**config.mk**
```make
export PLATFORM = sky130hd
export DESIGN_NAME = torpedo_ctrl
export DESIGN_NICKNAME = d
export VERILOG_FILES = /design/src/rtl/torpedo_ctrl.sv
export SDC_FILE = /design/constraint.sdc
export NUM_CORES = 1
export LEC_CHECK = 0
export ABC_AREA = 1
export BUFFER_PORTS_ARGS = -buffer_cell sky130_fd_sc_hd__buf_2
export CELL_PAD_IN_SITES_DETAIL_PLACEMENT = 0
export CELL_PAD_IN_SITES_GLOBAL_PLACEMENT = 1
export CORE_ASPECT_RATIO = 1.4
export CORE_MARGIN = 2
export CORE_UTILIZATION = 49
export CTS_CLUSTER_SIZE = 10
export DETAILED_ROUTE_END_ITERATION = 8
export PLACE_DENSITY = 0.91
export SLEW_MARGIN = 20
export SYNTH_ARGS = -nofsm -noshare
export SYNTH_HDL_FRONTEND = slang
export SYNTH_SLANG_ARGS = --single-unit
```
**constraint.sdc**
```tcl
create_clock -name clk -period 3.4 [get_ports clk]
set_input_delay 0.34 -clock clk [delete_from_list [all_inputs] [get_ports clk]]
set_output_delay 0.34 -clock clk [all_outputs]
set_load 0.02 [all_outputs]
```
**src/rtl/torpedo_ctrl.sv**
```systemverilog
// Torpedo launcher: fire FSM with cooldown, per-slot lifetime counters,
// lowest-free-slot allocation and hit clearing.
// Optional feature: define TORPEDO_AUTOFIRE_EN so a held button refires
// after every cooldown; otherwise each press fires once.
module torpedo_ctrl #(
  parameter int unsigned T_NUM           = 4,
  parameter int unsigned LIFE_FRAMES     = 60,
  parameter int unsigned COOLDOWN_FRAMES = 8
) (
  input  logic                                         clk,
  input  logic                                         reset,
  input  logic                                         frame_tick,
  input  logic                                         fire_btn,
  input  logic                                         hit_valid,
  input  logic [((T_NUM > 1) ? $clog2(T_NUM) : 1)-1:0] hit_idx,
  output logic                                         launch_valid,
  output logic [((T_NUM > 1) ? $clog2(T_NUM) : 1)-1:0] launch_idx,
  output logic [T_NUM-1:0]                             active,
  output logic [1:0]                                   state
);

  localparam int unsigned IW = (T_NUM > 1) ? $clog2(T_NUM) : 1;
  localparam int unsigned CW = 8;

  typedef enum logic [1:0] {
    READY        = 2'd0,
    COOLDOWN     = 2'd1,
    WAIT_RELEASE = 2'd2
  } state_t;

  state_t          r_state;
  state_t          w_state_nxt;
  logic            w_launch;
  logic            w_has_free;
  logic [IW-1:0]   w_free_idx;
  logic [T_NUM-1:0] w_hit_mask;
  logic [T_NUM-1:0] w_expire;
  logic [CW-1:0]   r_cool;
  logic [CW-1:0]   r_life [T_NUM];
  logic [T_NUM-1:0] r_active;
  logic            r_launch_valid;
  logic [IW-1:0]   r_launch_idx;

  assign launch_valid = r_launch_valid;
  assign launch_idx   = r_launch_idx;
  assign active       = r_active;
  assign state        = r_state;

  // Lowest-index free slot, taken from the registered mask only
  always_comb begin
    w_has_free = 1'b0;
    w_free_idx = '0;
    for (int i = int'(T_NUM) - 1; i >= 0; i--) begin
      if (!r_active[i]) begin
        w_has_free = 1'b1;
        w_free_idx = IW'(i);
      end
    end
  end

  // Per-slot hit decode and lifetime expiry; out-of-range indices match nothing
  always_comb begin
    w_hit_mask = '0;
    w_expire   = '0;
    for (int i = 0; i < int'(T_NUM); i++) begin
      w_hit_mask[i] = hit_valid && (32'(hit_idx) == 32'(i)) && r_active[i];
      w_expire[i]   = frame_tick && r_active[i] && (r_life[i] == CW'(1));
    end
  end

  // Fire FSM next state and launch decision
  always_comb begin
    w_state_nxt = r_state;
    w_launch    = 1'b0;
    case (r_state)
      READY: begin
        if (fire_btn && w_has_free) begin
          w_launch    = 1'b1;
          w_state_nxt = COOLDOWN;
        end
      end
      COOLDOWN: begin
        if (frame_tick && (r_cool == CW'(1))) begin
`ifdef TORPEDO_AUTOFIRE_EN
          w_state_nxt = READY;
`else
          w_state_nxt = fire_btn ? WAIT_RELEASE : READY;
`endif
        end
      end
      WAIT_RELEASE: begin
        if (!fire_btn) w_state_nxt = READY;
      end
      default: w_state_nxt = READY;
    endcase
  end

  // FSM state, cooldown counter and launch outputs
  always_ff @(posedge clk or posedge reset) begin
    if (reset) begin
      r_state        <= READY;
      r_cool         <= '0;
      r_launch_valid <= 1'b0;
      r_launch_idx   <= '0;
    end else begin
      r_state        <= w_state_nxt;
      r_launch_valid <= w_launch;
      if (w_launch) begin
        r_launch_idx <= w_free_idx;
        r_cool       <= CW'(COOLDOWN_FRAMES);
      end else if (frame_tick && (r_cool != '0)) begin
        r_cool <= r_cool - CW'(1);
      end
    end
  end

  // Slot occupancy and lifetime counters; launch load wins over a tick
  always_ff @(posedge clk or posedge reset) begin
    if (reset) begin
      r_active <= '0;
      for (int i = 0; i < int'(T_NUM); i++) r_life[i] <= '0;
    end else begin
      for (int i = 0; i < int'(T_NUM); i++) begin
        if (w_launch && (w_free_idx == IW'(i))) begin
          r_active[i] <= 1'b1;
          r_life[i]   <= CW'(LIFE_FRAMES);
        end else if (w_hit_mask[i] || w_expire[i]) begin
          r_active[i] <= 1'b0;
          r_life[i]   <= '0;
        end else if (frame_tick && (r_life[i] != '0)) begin
          r_life[i] <= r_life[i] - CW'(1);
        end
      end
    end
  end

endmodule
```
# [Word level (Yosys, flattened, before mapping)]
# Cells that the tools add are included.
[word_totals] output_inout_bits=9 ff_bits=49 wordCells=119
[op_classes] eq_ne=16 n_reduce_logical=49 addsub=5 n_mux=37
[ops] operator="$mux 8" n=14
[ops] operator="$eq 8x1->1 const B" n=5
[ops] operator="$reduce_bool 8->1" n=5
[ops] operator="$sub 8x1->8 const B" n=5
[ops] operator="$logic_and 1x1->1" n=27
[ops] operator="$mux 2" n=8
[ops] operator="$mux 1" n=14
[ops] operator="$reduce_bool 3->1" n=4
[ops] operator="$eq 2x2->1 const B" n=5
[ops] operator="$reduce_bool 2->1" n=5
[ops] operator="$eq 2x1->1 const B" n=3
[ops] operator="$logic_not 2->1" n=3
[ops] operator="$ne 2x2->1 const B" n=3
[ops] operator="$pmux 2 s3" n=1
[ops] operator="$logic_or 1x1->1" n=4
[ops] operator="$reduce_and 3->1" n=1

# [Depth between registers and ports, before layout]
[logic_depth] ltp_word=9 mapped_depth=11 ltp_nobuf=11

# [Worst setup path before layout]
# No wires, ideal clock.
[synth_path] kind="register to register" startpoint="register r_life[16] in the netlist's numbering" endpoint="register r_life[21] in the netlist's numbering" slack_ns=1.971 arrival_time_ns=1.311 t_required_ns=3.283 n_path_buf=0 setup_time_ns=0.117 path_stages_with_launch=8 path_cell_list="dfrtp_1 -> inv_1 -> ha_1 -> nand4_2 -> nand2_1 -> nand4_2 -> nand2_1 -> nand2_1"
[synth_between] elab_chain_cells=5 elab_cells_between_ends=10 cone_classes="add/sub: 1; eq/ne: 1; mux: 3; reduce/logical: 5"
[synth_lines] item="start: declaration" line="39" text="logic [CW-1:0] r_life [T_NUM];"
[synth_lines] item="start signal: indexed assignment" line="126" text="r_life[i] <= CW'(LIFE_FRAMES);"
[synth_lines] item="start signal: indexed assignment" line="131" text="r_life[i] <= r_life[i] - CW'(1);"
[synth_lines] item="branches (longest 5 deep; another with $sub 8x1->8)"
# Several ways; the timed one is not identified. The select of a mux whose other input is x is not followed.
# A chain may end at the register's enable or synchronous reset.

# [Final worst setup path]
[layout_path] startpoint="register r_life[16] in the netlist's numbering" endpoint="register r_life[20] in the netlist's numbering"
# The elaborated chain is that of the path after synthesis.

==> metrics <==
gr usage total=0.213; Least-Margin Pin Slew=0.864 ns; root buf cell=clkbuf_8; CTS tree=yes; IO Pins=16; CTS max path bufs=2; CTS clk-pin slew, worst paths=0.09 ns; DR WL/cell=12.2 um; Setup crit end kind=flop; GRT met1 Usage=0.274; Pleak=2.00 nW; core area=6850 um2; final hold violations=0; DRC viols=0; Num CTS Buffers=5; Yosys reg bits=slightly below 50; H-tree Lvls=2; count of cell types in the netlist=31; Power Dens Cells=856 nW/um2; Starting Density=0.498; met2 Resource Use GR=0.352; Clk Latency, worst-skew pair=0.32 ns; # resized after CTS=0; Die X=74.5 um; Slew Viols, Final=0; share of synthesized registers carrying an async set or reset=1.00; crit-path max FO=7; fraction of layout cells with a size suffix above 1=0.103; number of diodes=0; GRT overflow=0; largest net degree at the start of global routing=50; Filler cells=712; global-route wire length before repair=12.8 mm; nets=523; final hold slack=0.158 ns; Clock Sink Count=49; WS Path Type=flop to flop; Die ar.=7650 um2; commonest cells after routing, fill and taps aside=161 x nand2_1, 55 x nor2_1, 53 x inv_1; most used routing layer=met2; Final Util=0.531; met3 usage=0.0391; Slew HR=0.424; Post-CTS Setup Bufs=0; max-cap violations=0; final wirelength=7.29 mm; unrepaired setup endpoints after global routing=no; Worst VDD drop=0.447 mV; Final min period=roughly 1.6 ns; dpl cell area=3530 um2; FP Rows=36; Final Cycle Share=0.485; register area share after synthesis=0.360; crit path launch type=flop; count of flip-flops with a built-in enable after synthesis=0; initial DRC count=around 170; setup TNS=0 ns; Layout Skew=about 0.013 ns; fmax=around 610 MHz; net count after synthesis=509; Worst EP arrival=1.86 ns; final instance area=about 3600 um2; DP Wirelength=5.33 mm; crit path from=r_life[16]; Routed Antenna Nets=0; vias in the first global route=between 2,000 and 3,000; Synth Flop Type=dfrtp_1; commonest non-fill, non-tap cell in the layout=nand2_1; antenna violations before repair=0; drt first pass iters=4; R2R Path Start=r_life[16]; Crit path required time=3.61 ns; area grow syn2layout=6.76%; drt via density=5.12; Via Count=3,061; Final Setup Violations=0; CTS Hold Bufs=0; syn_area_per_cell=between 6 and 7 um2; Synth Warn #=0; synthesized instance count=~500; status=completed; IO Port Bufs=15; die height=103 um; area of the mapped netlist=3410 um2; Min-Delay Path Class=input port to async pin; GP Congestion=0.868
[registers in the layout, indices dropped and copies added, names as in the netlist]
name / cells
launch_idx: 2
state: 2
r_life: 32
r_cool: 8
launch_valid: 1
active: 4
[final timing paths]
path / end / slack, ns / cells after the start
setup / recovery: r_life[20] / 1.75 / 7
hold / removal: r_life[20] / 0.16 / 2
setup reg to reg: r_life[20] / 1.75 / 7
hold reg to reg: r_cool[1] / 0.49 / 2
max in group asynchronous: r_life[5] / 2.71 / 2
min in group clk: state[1] / 0.28 / 3
[cells in the mapped netlist, types with 2 or more instances]
master    number  share of area
inv_2          4         0.0044
nor2_4         2         0.0066
buf_6          3         0.0099
xor2_1         7          0.018
nand2_2        7          0.013
nand2_1      161           0.18
buf_4          3         0.0066
nand4_1       34          0.062
ha_1          14          0.051
nand4_2        2         0.0073
nand3_1       51          0.075
nand3b_1       8          0.018
inv_1         54          0.059
a21oi_1        3         0.0044
nor2_2         4         0.0073
buf_2          2         0.0029
o21ai_0        9          0.013
a21oi_2        2         0.0051
nand3_2        4          0.012
dfrtp_1       49           0.36
nor2_1        55          0.061
[through the flow]
step	setup WS, ns	total power [mW]	instances
5_1_grt	1.56	3.46	598
3_5_place_dp	1.60	2.74	590
4_1_cts	1.75	3.14	598
3_3_place_gp	1.65	2.71	590
2_1_floorplan	1.89	2.39	488
6_report	1.75	3.11	598
[worst max-delay path: stages, from the launching register on]
cell	delay (ns)
dfrtp_1	0.42
inv_1	0.16
ha_1	0.18
nand4_2	0.18
nand2_1	0.28
nand4_2	0.17
nand2_1	0.09
nand2_1	0.05
[where the power goes]
| part | leakage (nW) | total [mW] | switching, mW | internal [mW] |
|---|---|---|---|---|
| logic | 1.33 | 1.61 | 1.01 | 0.600 |
| registers | 0.613 | 1.11 | 0.270 | 0.841 |
| clock network | 0.0542 | 0.391 | 0.207 | 0.184 |
[area by class of cell]
| cell class | instances | area [um2] | area share |
|---|---|---|---|
| clock inverter | 1 | 5.00 | 0.00138 |
| sequential | 49 | 1230 | 0.337 |
| multi-input combinational | 373 | 1900 | 0.521 |
| clock buffer | 7 | 96.3 | 0.0265 |
| tap | 95 | 119 | 0.0327 |
| timing repair buffer | 15 | 75.1 | 0.0206 |
| inverter | 58 | 219 | 0.0602 |
[routing by layer]
metal | share of wire | wire length [um]
met1 | 0.46 | 3320
met2 | 0.49 | 3570
met3 | 0.032 | 233
met4 | 0.022 | 158
met5 | 0 | 0
[cells by family (layout without fill, tap and decap cells)]
logic type	after synthesis	count (layout)	share of synthesized area
AND/OR/NAND/NOR	329	329	0.444
AO/OA/AOI/OAI	22	22	0.0408
flip-flops	49	49	0.360
adder cells (fa/ha/maj)	14	14	0.0514
buffers and inverters	66	81	0.0834
XOR/XNOR	8	8	0.0206
No activity file was read; power rests on OpenSTA's default activity.
